[config.mk]
export PLATFORM = sky130hd
export DESIGN_NAME = tl_grant_arbiter
export DESIGN_NICKNAME = d
export VERILOG_FILES = /design/src/rtl/tl_grant_arbiter.sv
export SDC_FILE = /design/constraint.sdc
export NUM_CORES = 1
export LEC_CHECK = 0
export ABC_AREA = 1
export BUFFER_PORTS_ARGS = -buffer_cell sky130_fd_sc_hd__buf_2
export CORE_AREA = 4 4 258 260
export CTS_CLUSTER_DIAMETER = 50
export DETAILED_ROUTE_END_ITERATION = 6
export DIE_AREA = 0 0 262 264
export GPL_TIMING_DRIVEN = 0
export PLACE_DENSITY_LB_ADDON = 0.1
export SYNTH_ARGS = -nofsm -noshare
export SYNTH_HDL_FRONTEND = slang
export SYNTH_SLANG_ARGS = --single-unit
export TNS_END_PERCENT = 1
[constraint.sdc]
create_clock -name clk -period 2.7 [get_ports clk]
set_input_delay 0.135 -clock clk [delete_from_list [all_inputs] [get_ports clk]]
set_output_delay 0.135 -clock clk [all_outputs]
set_load 0.01 [all_outputs]
[src/rtl/tl_grant_arbiter.sv]
// Round-robin arbiter merging tracker grants onto one inner grant channel.
// A multi-beat grant locks the channel to its owner until the last beat fires.

module tl_grant_lane #(
  parameter int GNT_W = 128
) (
  input  logic             hit,
  input  logic             grant_valid,
  input  logic             grant_ready,
  input  logic [GNT_W-1:0] bits,
  output logic             ready,
  output logic [GNT_W-1:0] bits_masked
);
  assign ready       = hit & grant_valid & grant_ready;
  assign bits_masked = hit ? bits : '0;
endmodule

module tl_grant_arbiter #(
  parameter int N_REQ = 4,
  parameter int GNT_W = 128,
  parameter int BEATS = 4,
  localparam int SEL_W = $clog2(N_REQ),
  localparam int CNT_W = (BEATS > 1) ? $clog2(BEATS) : 1
) (
  input  logic                   clk,
  input  logic                   reset_n,
  input  logic [N_REQ-1:0]       req_valid,
  output logic [N_REQ-1:0]       req_ready,
  input  logic [N_REQ*GNT_W-1:0] req_bits,
  input  logic [N_REQ-1:0]       req_has_data,
  output logic                   grant_valid,
  input  logic                   grant_ready,
  output logic [GNT_W-1:0]       grant_bits,
  output logic [SEL_W-1:0]       grant_src,
  output logic                   lock_active,
  output logic [CNT_W-1:0]       beat_cnt
);
  typedef enum logic {IDLE, LOCKED} state_t;

  state_t                        state, state_nxt;
  logic [SEL_W-1:0]              owner, owner_nxt, last_win, last_win_nxt;
  logic [SEL_W-1:0]              sel, cand;
  logic [CNT_W-1:0]              beat_nxt;
  logic                          found, fire;
  logic [N_REQ-1:0]              hit;
  logic [N_REQ-1:0][GNT_W-1:0]   lane_bits, lane_masked;

  assign lane_bits = req_bits;

  // Selection: the owner while locked, else first valid after last_win.
  always_comb begin
    sel   = '0;
    cand  = '0;
    found = 1'b0;
    if (state == LOCKED) begin
      sel   = owner;
      found = 1'b1;
    end else begin
      for (int k = 1; k <= N_REQ; k++) begin
        cand = SEL_W'((int'(last_win) + k) % N_REQ);
        if (!found && req_valid[cand]) begin
          found = 1'b1;
          sel   = cand;
        end
      end
    end
  end

  assign grant_valid = found & req_valid[sel];
  assign grant_src   = sel;
  assign fire        = grant_valid & grant_ready;
  assign lock_active = (state == LOCKED);

  for (genvar g = 0; g < N_REQ; g++) begin : g_lane
    assign hit[g] = found && (sel == SEL_W'(g));
    tl_grant_lane #(.GNT_W(GNT_W)) u_lane (
      .hit         (hit[g]),
      .grant_valid (grant_valid),
      .grant_ready (grant_ready),
      .bits        (lane_bits[g]),
      .ready       (req_ready[g]),
      .bits_masked (lane_masked[g])
    );
  end

  always_comb begin
    grant_bits = '0;
    for (int i = 0; i < N_REQ; i++) grant_bits |= lane_masked[i];
  end

  always_comb begin
    state_nxt    = state;
    owner_nxt    = owner;
    last_win_nxt = last_win;
    beat_nxt     = beat_cnt;
    case (state)
      IDLE: if (fire) begin
        last_win_nxt = sel;
        if (req_has_data[sel] && BEATS > 1) begin
          state_nxt = LOCKED;
          owner_nxt = sel;
          beat_nxt  = CNT_W'(1);
        end
      end
      LOCKED: if (fire) begin
        if (beat_cnt == CNT_W'(BEATS - 1)) begin
          state_nxt = IDLE;
          beat_nxt  = '0;
        end else begin
          beat_nxt = beat_cnt + CNT_W'(1);
        end
      end
      default: state_nxt = IDLE;
    endcase
  end

  // last_win resets to N_REQ-1 so the first arbitration favours tracker 0.
  always_ff @(posedge clk or negedge reset_n) begin
    if (!reset_n) begin
      state    <= IDLE;
      owner    <= '0;
      last_win <= SEL_W'(N_REQ - 1);
      beat_cnt <= '0;
    end else begin
      state    <= state_nxt;
      owner    <= owner_nxt;
      last_win <= last_win_nxt;
      beat_cnt <= beat_nxt;
    end
  end
endmodule

==> metrics.md <==
| Metric | Value |
|---|---|
| Critical path endpoint category | output pin |
| Register Area | 178 µm² |
| Most frequent cells in the layout | 641 x buf_2, 513 x nand2_1, 114 x nand4_1, 44 x buf_4, 33 x buf_12 |
| Area grow syn2layout | 154% |
| Mapped Avg Cell Area | 4.84 µm² |
| Power Dens Cells | 1810 mW/mm² |
| Worst slew margin | 76.4% |
| Register bit total from synthesis | 7 |
| Post-Syn Instances | 821 |
| Distinct cells, synth | 27 |
| I/O Pins | 661 |
| Die Footprint | 0.0692 mm² |
| Drc violations | 0 |
| Slowest cell on the critical path | dfstp_2 |
| Final number of hold-violating endpoints | 0 |
| DIE HEIGHT | 264 µm |
| DR pass1 iterations | 5 |
| Post-route ant nets | 0 |
| Final setup vio count | 131 |
| Leakage | 0.00521 µW |
| Crit-path cells | buf_8, buf_6, nand2_1, nand2_2, nand2_2, nand2_4, inv_4, nand3b_1, nand2_1, inv_2, nand2_4, nand2_8, inv_8, nand3_4, inv_8, buf_16, buf_12, nand2_1, nand4_1, buf_2 |
| Ys Warns | 0 |
| Crit path max fanout | 8 |
| Setup CP Type | flop to output pin |
| Worst Setup Slack, final | -271 ps |
| I/O Buffers | 660 |
| Global-route wire length before repair | 62.8 mm |
| Most used cell along the critical path | nand2_1 |
| Drt first-iter violations | 403 |
| Vias in the first global route | 8859 |
| Clock skew | 1.52 ps |
| Starting Density | 6.20% |
| Hold WC Path Type | primary input to asynchronous set/reset pin |
| Footprint of the multi-input gates | 0.00351 mm² |
| Reg clk slew, reported paths | 40 ps |
| Actual slew at the worst max-slew pin | 354 ps |
| Final Cycle Share | 110% |
| RSZ-0062 raised after global routing | true |
| Worst r2r src | last_win[0] |
| Initial antenna violation count | 13 |
| Max Cap Viol | 0 |
| WP data required | 2570 ps |
| Clk_lat worst skew | 230 ps |
| Via Count | 8492 |
| GR Overflow Total | 0 |
| CTS Buffer Depth | 2 |
| Layout filler cell count | 7640 |
| CP startpoint | last_win[0] |
| Buf/Inv on CP | 9 |
| Largest family of logic cells by synthesized area | simple AND/OR/NAND/NOR gates |
| Chip width | 262 µm |
| Outcome | finished, violations left |
| Clock Tree Root | clkbuf_16 |
| Cell Rows | 93 |
| Setup TNS | -13660 ps |
| Drt wl/cell | 19.6 µm |
| TritonCTS Sinks | 7 |
| Clock buffer count from CTS | 3 |
| Startpoint Class | flop |
| Hold WS | 272 ps |
| Seq/Total Area, Yosys | 4.47% |
| CTS tree | yes |
| Compound-Gate Fraction of Synth Area | 4.41% |
| Final #Nets | 2063 |
| Failing checks | negative setup slack |
| HPWL Detailed | 38.5 mm |
| Leading cell type in the layout, fill and taps excluded | buf_2 |
| Via/cell ratio | 3.54 |
| Fmax | 0.337 GHz |
| Placer Congestion | 0.871 |
| Largest net degree at the start of global routing | 11 |
| Syn_nets | 1345 |
| Post-Synth XOR/XNOR Area | 0% |
| Critical path's largest stage delay | 520 ps |
| Slew Limit Fails | 0 |
| Synth Area in Adders | 0.315% |
| Core footprint | 0.0641 mm² |
| Mapped cell area | 0.00398 mm² |
| IR drop worst, VDD | 0.000601 V |
| Routed wire length | 47.0 mm |
| Gr usage total | 12.4% |
| Layout cells sized above 1 | 55.9% |
| Htree depth | 1 |
| Top delay family on crit path | simple AND/OR/NAND/NOR gates |
| Min cycle time layout | 2970 ps |
| Simple-gate portion of the synthesized area | 77.9% |
| Mux share of post-synthesis cell area | 0% |
| Crit path DAT | 2840 ps |
## registers in the layout (all words and copies together), names as in the netlist
name,flops
beat_cnt,2
last_win,2
owner,2
lock_active,1
## metrics by stage
stage / power, µW / setup slack [ps] / instances / utilization [%] / cell area [µm²]
after floorplan: 7070 / 463 / 821 / - / 3980
final: 18300 / -271 / 2398 / 15.7 / 10100
after global placement: 13800 / -902 / 2336 / 13.0 / 8350
after CTS: 18600 / -274 / 2389 / 15.4 / 9890
after detailed placement: 13600 / -922 / 2336 / 13.0 / 8350
after global routing: 19900 / -378 / 2395 / 15.7 / 10100
## cell families after synthesis
family	after synthesis
compound gates	19
simple gates	711
fa+ha+maj	1
buf+inv	83
flops	7
## final timing paths
path	cells after the start	to	slack [ps]
max	20	grant_bits[97]	-270
min	2	beat_cnt[0]	270
max reg2reg	21	owner[0]	210
min reg2reg	2	owner[1]	470
max in group asynchronous	2	last_win[1]	2190
min in group clk	2	owner[1]	470
## cells in the mapped netlist
master	number	area, µm²
nand4_1	114	713
nand3_1	25	125
o21ai_1	3	15.0
inv_2	7	26.3
nor2_2	1	6.26
or2_2	1	6.26
nor3_2	2	20.0
nand3_2	4	40.0
ha_1	1	12.5
dfrtp_1	5	125
nor2_1	4	15.0
nand2_4	2	22.5
nor2_8	1	20.0
nand3b_1	3	22.5
nand2_2	8	50.1
nor2_4	1	11.3
a22oi_2	8	100
buf_4	31	233
clkinv_1	1	3.75
dfstp_2	2	52.6
buf_6	6	67.6
nand2_1	545	2050
inv_1	11	41.3
buf_2	25	125
a22oi_1	8	60.1
clkinv_4	1	8.76
inv_4	1	6.26
## worst register-to-register path, cell delays in order (launching register included)
cell      delay [ps]
dfstp_2          520
buf_8            130
buf_6            100
nand2_1           50
nand2_2          100
nand2_2           80
nand2_4           80
inv_4             40
nand3b_1          70
nand2_1           60
inv_2             80
nand2_4           60
nand2_8          110
inv_8             50
buf_4            150
nand2_2           80
nand2_4           90
nor2_8           110
buf_4            170
nand3_2          100
nand2_1           80
nand2_1           40
## area by class of cell
cell class                 count  share of cell area, %
buffer                        62                   10.0
multi-input combinational    731                   34.7
antenna                        5                  0.124
sequential                     7                   1.76
inverter                      21                   1.14
tap                          855                   10.6
clock buffer                   4                  0.781
timing repair buffer         713                   40.9
## metal layers
layer  routed length (µm)  vias to the layer above  global-route usage [%]
met3                 3840                       46                    2.68
met1                17700                     3839                    13.9
met4                  943                        6                    1.97
li1                     -                     4136                       -
met2                24500                      465                    24.3
met5                   47                        -                       0
## power by group
part           internal (µW)  total, µW  switching (µW)  leakage, µW
registers                161        216            55.2    0.0000824
logic                   7940      17800            9860      0.00509
clock network            197        256            59.1    0.0000382
total                   8300      18300            9970      0.00521
## repair_timing
action / 4_1_cts / 5_1_grt
resized for setup: 212 / 51
cloned: 11 / 1
pin swaps: 25 / 29
setup buffers: 37 / 5
hold endpoints to repair: 7 / 0
endpoints found under the setup margin: 132 / 138
hold buffers: 1 / 0
Note: power is estimated with default switching activity, not from simulation.
